<file path="src/rtl/dm_pkg.sv">
// dm_pkg: shared state encoding and lane constants for the data-side bus responder.
`default_nettype none

package dm_pkg;
  localparam int BE_W                = 4;
  localparam int DEFAULT_WAIT_CYCLES = 2;

  typedef enum logic [1:0] {
    S_IDLE = 2'd0,
    S_WAIT = 2'd1,
    S_RESP = 2'd2
  } state_t;
endpackage

`default_nettype wire

</file>
<file path="src/rtl/dm_word_ram.sv">
// dm_word_ram: single-port word RAM, per-byte write enables, registered read port.
`default_nettype none

module dm_word_ram
  import dm_pkg::*;
#(
  parameter int ADDR_W = 7,
  parameter int DATA_W = 32
) (
  input  logic              clk,
  input  logic              rst,
  input  logic              wr_en,
  input  logic              rd_en,
  input  logic              rd_clr,
  input  logic [ADDR_W-1:0] addr,
  input  logic [BE_W-1:0]   be,
  input  logic [DATA_W-1:0] wdata,
  output logic [DATA_W-1:0] rdata
);

  logic [DATA_W-1:0] mem [0:(2**ADDR_W)-1];

  // Contents survive reset; only the read register is cleared.
  always_ff @(posedge clk) begin
    if (wr_en) begin
      for (int i = 0; i < BE_W; i++) begin
        if (be[i]) mem[addr][8*i +: 8] <= wdata[8*i +: 8];
      end
    end
  end

  always_ff @(posedge clk) begin
    if (rst) begin
      rdata <= '0;
    end else if (rd_clr) begin
      rdata <= '0;
    end else if (rd_en) begin
      rdata <= mem[addr];
    end
  end

endmodule

`default_nettype wire

</file>
<file path="src/rtl/dm_responder.sv">
// dm_responder: req/ready memory responder with wait states, byte enables and
// alignment/range error reporting.
`default_nettype none

module dm_responder
  import dm_pkg::*;
#(
  parameter int ADDR_W      = 7,
  parameter int WAIT_CYCLES = DEFAULT_WAIT_CYCLES,
  parameter int DATA_W      = 32
) (
  input  logic              clk,
  input  logic              rst,
  input  logic              req,
  input  logic              we,
  input  logic [31:0]       address,
  input  logic [BE_W-1:0]   be,
  input  logic [DATA_W-1:0] wdata,
  output logic [DATA_W-1:0] rdata,
  output logic              ready,
  output logic              err,
  output logic              busy
);

  state_t            state, state_nx;
  logic [3:0]        cnt, cnt_nx;
  logic              commit;

  logic              lat_we;
  logic              lat_err;
  logic [ADDR_W-1:0] lat_idx;
  logic [BE_W-1:0]   lat_be;
  logic [DATA_W-1:0] lat_wdata;

  logic              req_err;
  logic              accept;
  logic              use_in;
  logic              c_we;
  logic              c_err;
  logic [ADDR_W-1:0] c_idx;
  logic [BE_W-1:0]   c_be;
  logic [DATA_W-1:0] c_wdata;

  assign req_err = (address[1:0] != 2'b00) || (address[31:ADDR_W+2] != '0);
  assign accept  = (state == S_IDLE) && req;

  always_ff @(posedge clk) begin
    if (rst) begin
      state   <= S_IDLE;
      cnt     <= 4'd0;
      lat_err <= 1'b0;
    end else begin
      state <= state_nx;
      cnt   <= cnt_nx;
      if (accept) begin
        lat_we    <= we;
        lat_err   <= req_err;
        lat_idx   <= address[ADDR_W+1:2];
        lat_be    <= be;
        lat_wdata <= wdata;
      end
    end
  end

  always_comb begin
    state_nx = state;
    cnt_nx   = cnt;
    commit   = 1'b0;
    case (state)
      S_IDLE: begin
        if (req) begin
          if (WAIT_CYCLES == 0) begin
            state_nx = S_RESP;
            commit   = 1'b1;
          end else begin
            state_nx = S_WAIT;
            cnt_nx   = 4'(WAIT_CYCLES);
          end
        end
      end
      S_WAIT: begin
        cnt_nx = cnt - 4'd1;
        if (cnt == 4'd1) begin
          state_nx = S_RESP;
          commit   = 1'b1;
        end
      end
      S_RESP:  state_nx = S_IDLE;
      default: state_nx = S_IDLE;
    endcase
  end

  // With zero wait states the commit edge is the accept edge, so take the live inputs.
  assign use_in  = (state == S_IDLE);
  assign c_we    = use_in ? we                   : lat_we;
  assign c_err   = use_in ? req_err              : lat_err;
  assign c_idx   = use_in ? address[ADDR_W+1:2]  : lat_idx;
  assign c_be    = use_in ? be                   : lat_be;
  assign c_wdata = use_in ? wdata                : lat_wdata;

  dm_word_ram #(
    .ADDR_W (ADDR_W),
    .DATA_W (DATA_W)
  ) u_ram (
    .clk    (clk),
    .rst    (rst),
    .wr_en  (commit &  c_we & ~c_err),
    .rd_en  (commit & ~c_we & ~c_err),
    .rd_clr (commit & ~c_we &  c_err),
    .addr   (c_idx),
    .be     (c_be),
    .wdata  (c_wdata),
    .rdata  (rdata)
  );

  assign ready = (state == S_RESP);
  assign err   = ready & lat_err;
  assign busy  = (state != S_IDLE);

endmodule

`default_nettype wire

</file>
<file path="config.mk">
export PLATFORM = sky130hd
export DESIGN_NAME = dm_responder
export DESIGN_NICKNAME = d
export VERILOG_FILES = /design/src/rtl/dm_pkg.sv /design/src/rtl/dm_word_ram.sv /design/src/rtl/dm_responder.sv
export SDC_FILE = /design/constraint.sdc
export NUM_CORES = 2
export LEC_CHECK = 0
export BUFFER_PORTS_ARGS = -buffer_cell sky130_fd_sc_hd__buf_2
export CAP_MARGIN = 5
export CELL_PAD_IN_SITES_DETAIL_PLACEMENT = 1
export CELL_PAD_IN_SITES_GLOBAL_PLACEMENT = 1
export CORE_MARGIN = 5
export CORE_UTILIZATION = 50
export CTS_CLUSTER_SIZE = 8
export DETAILED_ROUTE_END_ITERATION = 8
export PLACE_DENSITY_LB_ADDON = 0.12
export SYNTH_ARGS = -nofsm -noshare
export SYNTH_HDL_FRONTEND = slang
export SYNTH_SLANG_ARGS = --single-unit
</file>
<file path="constraint.sdc">
create_clock -name clk -period 6.7 [get_ports clk]
set_clock_uncertainty 0.1 [all_clocks]
set_input_delay 0.335 -clock clk [delete_from_list [all_inputs] [get_ports clk]]
set_output_delay 0.335 -clock clk [all_outputs]
set_load 0.05 [all_outputs]
</file>
# ---- Yosys cells after proc, flatten, opt, wreduce, memory -nomap -nowiden
# Memories as Yosys holds them, arrays and structs flattened. A register that Yosys moved wholly into a read port is not among the register bits.
# Index checks and enable logic that the tools add are counted.
dict set report op_classes {
  addsub 1
  reduce_logical 11
  muxes 24
  n_eq_ne 5
  bitwise 9
}
# operator count
set op_table {}
lappend op_table {{$mux W32} 1}
lappend op_table {{$reduce_bool A23 Y1} 1}
lappend op_table {{$mux W1} 16}
lappend op_table {{$mux W4} 2}
lappend op_table {{$pmux W4 S2} 1}
lappend op_table {{$mux W7} 1}
lappend op_table {{$and A1 B1 Y1} 6}
lappend op_table {{$reduce_and A2 Y1} 3}
lappend op_table {{$reduce_bool A2 Y1} 3}
lappend op_table {{$eq A4 B1 Y1 const B} 1}
lappend op_table {{$mux W2} 2}
lappend op_table {{$ne A2 B2 Y1 const B} 2}
lappend op_table {{$pmux W2 S2} 1}
lappend op_table {{$sub A4 B1 Y4 const B} 1}
lappend op_table {{$not A1 Y1} 3}
lappend op_table {{$eq A2 B1 Y1 const B} 1}
lappend op_table {{$eq A2 B2 Y1 const B} 1}
lappend op_table {{$logic_not A2 Y1} 1}
lappend op_table {{$reduce_or A2 Y1} 1}
lappend op_table {{$logic_and A1 B1 Y1} 1}
lappend op_table {{$logic_or A1 B1 Y1} 1}
dict set report word_totals {
  elab_cells 58
  inputBits 72
  n_memories 1
  ram_bits 4096
  regBits 51
}
# name words width read_ports rd_ports_with_merged_regs write_ports line
set mem_list {}
lappend mem_list {u_ram.mem 128 32 1 1 1 dm_word_ram.sv:21} ;# logic [DATA_W-1:0] mem [0:(2**ADDR_W)-1];

# ---- Longest topological paths before layout
dict set report logic_depth {
  word_depth 7
  ltp_mapped 14
  depth_no_buf 9
}

# ---- Hierarchy
# From an unflattened synthesis, not the netlist that was laid out.
dict set report unflattened {
  cells_unflattened 9093
  hier_area_um2 162418.3
}
# module area_per_inst_um2 seq_area_each_um2 instances cells_each
set by_module_without_submodules {}
lappend by_module_without_submodules {dm_word_ram 160183.6 123638.6 1 8952}
lappend by_module_without_submodules {dm_responder 2234.6 1461.4 1 141}

# ---- Least setup slack after synthesis
# Ideal clock, no wire load.
dict set report synth_path {
  kind {register to register}
  startpoint {register state[0]}
  endpoint {memory u_ram.mem[0][22] (data pin)}
  stages_incl_launch_ff 9
  t_arrival_ns 3.537
  slack_ns 2.552
  setup_ns 0.511
  cell_sequence {dfxtp_1 -> buf_4 -> nor2_4 -> inv_2 -> buf_1 -> clkbuf_1 -> buf_1 -> nand2_1 -> nand2_1}
}
dict set report synth_between {
  elab_chain_len 2
}
# item line
set synth_rtl {}
lappend synth_rtl {{start, declared} dm_responder.sv:25} ;# state_t state, state_nx;
lappend synth_rtl {{start signal, assigned} dm_responder.sv:53} ;# state <= state_nx;
lappend synth_rtl {{$logic_not A2 Y1} dm_responder.sv:94} ;# assign use_in = (state == S_IDLE);
lappend synth_rtl {{$mux W32} dm_responder.sv:99} ;# assign c_wdata = use_in ? wdata : lat_wdata;
lappend synth_rtl {{named net c_wdata[22]} dm_responder.sv:42} ;# logic [DATA_W-1:0] c_wdata;
lappend synth_rtl {{end, declared} dm_word_ram.sv:21}
# The timed path passes the listed nets, and every way through them passes these cells.

# ---- Worst setup path in the final report
dict set report layout_path {
  startpoint {register state[1]}
  endpoint {register u_ram.rdata[8], read port of u_ram.mem}
}
dict set report layout_between {
  elab_chain_len 6
  elab_cells_between_ends 12
  cone_classes {eq/ne: 1; mux: 4; bitwise: 5; reduce/logical: 2}
}
# item line
set layout_rtl {}
lappend layout_rtl {{$logic_not A2 Y1} dm_responder.sv:94}
lappend layout_rtl {{$mux W1} dm_responder.sv:95} ;# assign c_we = use_in ? we : lat_we;
lappend layout_rtl {{$not A1 Y1} {dm_responder.sv:108, dm_responder.sv:109}}
lappend layout_rtl {{$and A1 B1 Y1} {dm_responder.sv:108, dm_responder.sv:109}}
lappend layout_rtl {{$and A1 B1 Y1} dm_responder.sv:109} ;# .rd_clr (commit & ~c_we & c_err),
lappend layout_rtl {{$reduce_or A2 Y1 (no line)} n/a}
lappend layout_rtl {{end, declared} dm_word_ram.sv:18} ;# output logic [DATA_W-1:0] rdata
# Several ways; a longest one is shown, not always the timed one.
# A chain may end at the register's enable or synchronous reset.

==> impl_metrics.yaml <==
yosys:
  yosys-top-cells-area: "edfxtp_1, a22oi_1, mux2i_1"
  synth_top_family_by_area: "compound AO/OA/AOI/OAI gates"
  ys_warn_count: 0
  async_flop_share: 0
  avgSynthCellArea_um2: 16.5
  synthXorXnorAreaFrac: 0
  netlist_area_um2: 159000
  synth_flop_cell: "edfxtp_1"
  synth_seq_cells: 4179
  synthAdderAreaFrac: 0.000158
  synth.top_cell.area_share: 0.784
  synth_mux_area_frac: 0.0400
  synth-simple-area-share: 0.0418
  ys_seq_area_frac: 0.789
  synth-edff-count: 4140
  syn_inst: 9611
  synthDistinctLibCells: 81
  synth_compound_area_frac: 0.110
  yosys.area.top_type: "edfxtp_1"
  syn_nets: 9685
cells_and_area:
  final_util: 0.577
  synthToLayoutAreaGrowth_pct: 14.8
  mostFrequentLayoutCells: "edfxtp_1, a22oi_1, nand2_1"
  stdcell_count: 14400
  final_common_cell: "edfxtp_1"
  final_nets: 10100
  seq_area_um2: 125000
  drive_above_1_share: 0.119
  n_fill_cell: 28000
  multi_input_area_um2: 31200
cts:
  numCtsBuffers: 593
  clock-sinks: 4179
  clockBufferDepth: 4
  clk_latency_ns: 1.06
  path_clk_slew_ns: 0.06
  cts_root_buf: "clkbuf_16"
  htreeDepth: 6
  cts_tree: "built"
global_routing:
  grt_max_degree: 129
  grt_use_met2: 0.518
  grt_pass1_vias: 101000
  overflow: 0
  grt_use_met1: 0.463
  grt-busiest-layer: "met2"
  gr-usage-met3: 0.0875
  antenna_found_initial: 44
  grt_use_total: 0.338
  grt_first_pass_wirelength_um: 793000
critical_path:
  critPathSlowestCell: "a222oi_1"
  r2r_slack_ns: 1.19
  startpoint_type: "register"
  cp_max_fo: 64
  arrival_ns: 6.28
  critPathKind: "reg -> reg"
  required_ns: 7.47
  cpPeakStageDelay_ns: 1.02
  path_cells: "buf_4 > nor2_4 > buf_4 > nor2_1 > nor2_4 > buf_12 > o21ai_0 > o21ai_0 > nand4_1 > a222oi_1 > a31oi_1"
  worstRegToRegCells: 11
  cp-end-kind: "register"
routing:
  via_count: 99700
  drt_iter0_drc: 15600
  via_per_inst: 6.94
  avgRoutedWirePerCell_um: 39.7
  wl_um: 570000
  drc: 0
  dr.pass1.iters: 8
  ant_nets: 0
run:
  cap_violations: 0
hold_path:
  hold_path_class: "in -> reg"
  holdPathStages: 2
sta:
  slew_headroom: 0.0586
  rsz0062_at_grt: "false"
  setup_tns_ns: 0
  setup_violations: 0
  finalMaxSlewViolations: 0
  hold_violations: 0
  fin_crit_ns: 5.51
  period_share: 0.822
  tightest_slew_ns: 1.41
  max_freq_mhz: 182
power_and_ir_drop:
  combPwrFrac: 0.076
  p_per_area_nw_per_um2: 335
  seqPwrFrac: 0.480
  peakVddDrop_mv: 0.273
  switching_share: 0.238
  power_switching_w: 0.0145
  p_int_w: 0.0465
  leakagePower_nw: 57.8
  clockPowerShare: 0.444
floorplan:
  die_h_um: 573
  rows: 206
  coreArea_um2: 315000
  io_pins: 107
  dieArea_um2: 329000
  start_util: 0.503
  die_w_um: 573
placed_design:
  io_buffers: 106
  dp_hpwl_um: 342000
  placed_cells: 13500
  gp_congestion: 0.893
run_status:
  status: "completed"
[cell families (layout without fill, tap and decap cells)]
logic type      after synthesis  after routing
flops                      4179           4179
compound gates             2537           2537
simple gates               1607           1607
buf+inv                     667           1246
mux                         619            619
fa+ha+maj                     2              2
other cells                   0             15
[metrics by stage]
stage | hold WS, ns | total power (W) | instance area, um^2 | worst slack, ns
finish | 0.144 | 0.0610 | 182000 | 1.19
global route | 0.0989 | 0.0625 | 182000 | 1.18
CTS | 0.0441 | 0.0611 | 182000 | 1.40
detailed placement | 0.430 | 0.0342 | 165000 | 1.38
global placement | 0.401 | 0.0341 | 165000 | 1.24
floorplan | 0.334 | 0.0320 | 159000 | 2.55
[critical path, delay by kind of cell, from the launching register on]
family,cells,cell delay (ns)
and+or+nand+nor,4,1.65
AOI/OAI and AO/OA,4,1.84
buffers and inverters,3,1.30
DFF,1,0.30
[area by class of cell]
class	instances	area share
Tap cell	4160	0.0286
Clock buffer	719	0.0858
Multi-Input combinational cell	4765	0.172
Antenna cell	15	0.000206
Clock inverter	41	0.00339
Timing Repair Buffer	481	0.0232
Sequential cell	4179	0.687
Inverter	5	0.000110
[synth_stat cells (all sizes together) (12+ instances only)]
master / number
mux2: 61
a31o: 20
a31oi: 105
nand3: 77
nor2: 570
o22ai: 194
nand2: 776
nand4: 57
a221oi: 84
dfxtp: 39
nand2b: 12
a22o: 61
a222oi: 78
a221o: 14
a41o: 20
o31ai: 23
clkbuf: 253
nor4: 32
nor3: 30
mux2i: 552
a21oi: 279
edfxtp: 4140
a22oi: 937
o21ai: 525
o41ai: 17
a41oi: 105
buf: 409
and3: 13
[per-layer routing]
layer,vias to the layer above,part of all wire
li1,39300,-
met3,1299,0.12
met4,18,0.048
met5,-,0.00020
met1,52300,0.38
met2,6746,0.45
[path summary, 6_finish.rpt]
path / startpoint / to
worst min register to register: cnt[0]$_SDFFE_PP0P_ / cnt[0]$_SDFFE_PP0P_
worst max register to register: state[1]$_SDFFE_PP0P_ / u_ram.rdata[8]$_SDFFE_PP0P_
worst max-delay path: state[1]$_SDFFE_PP0P_ / u_ram.rdata[8]$_SDFFE_PP0P_
worst min-delay path: be[1] / lat_be[1]$_DFFE_PP_
[registers in the layout, summed over array words and instances (netlist names)]
name         count
lat_wdata       32
lat_idx          7
lat_we           1
cnt              4
lat_err          1
u_ram.mem     4096
u_ram.rdata     32
state            2
lat_be           4
[timing repair]
item                                   4_1_cts  5_1_grt
gates resized for setup                      0        0
buffers inserted                             0        0
endpoints found under the hold margin      179        0
hold buffers                                80        0
[power groups by stage]
stage | combinational (W) | clock [W] | sequential [W]
2_1_floorplan | 0.00211 | 0 | 0.0299
5_1_grt | 0.00470 | 0.0285 | 0.0293
4_1_cts | 0.00452 | 0.0272 | 0.0293
3_5_place_dp | 0.00446 | 0 | 0.0298
6_report | 0.00462 | 0.0271 | 0.0293
3_3_place_gp | 0.00437 | 0 | 0.0298
Note: power is estimated with default switching activity, not from simulation.
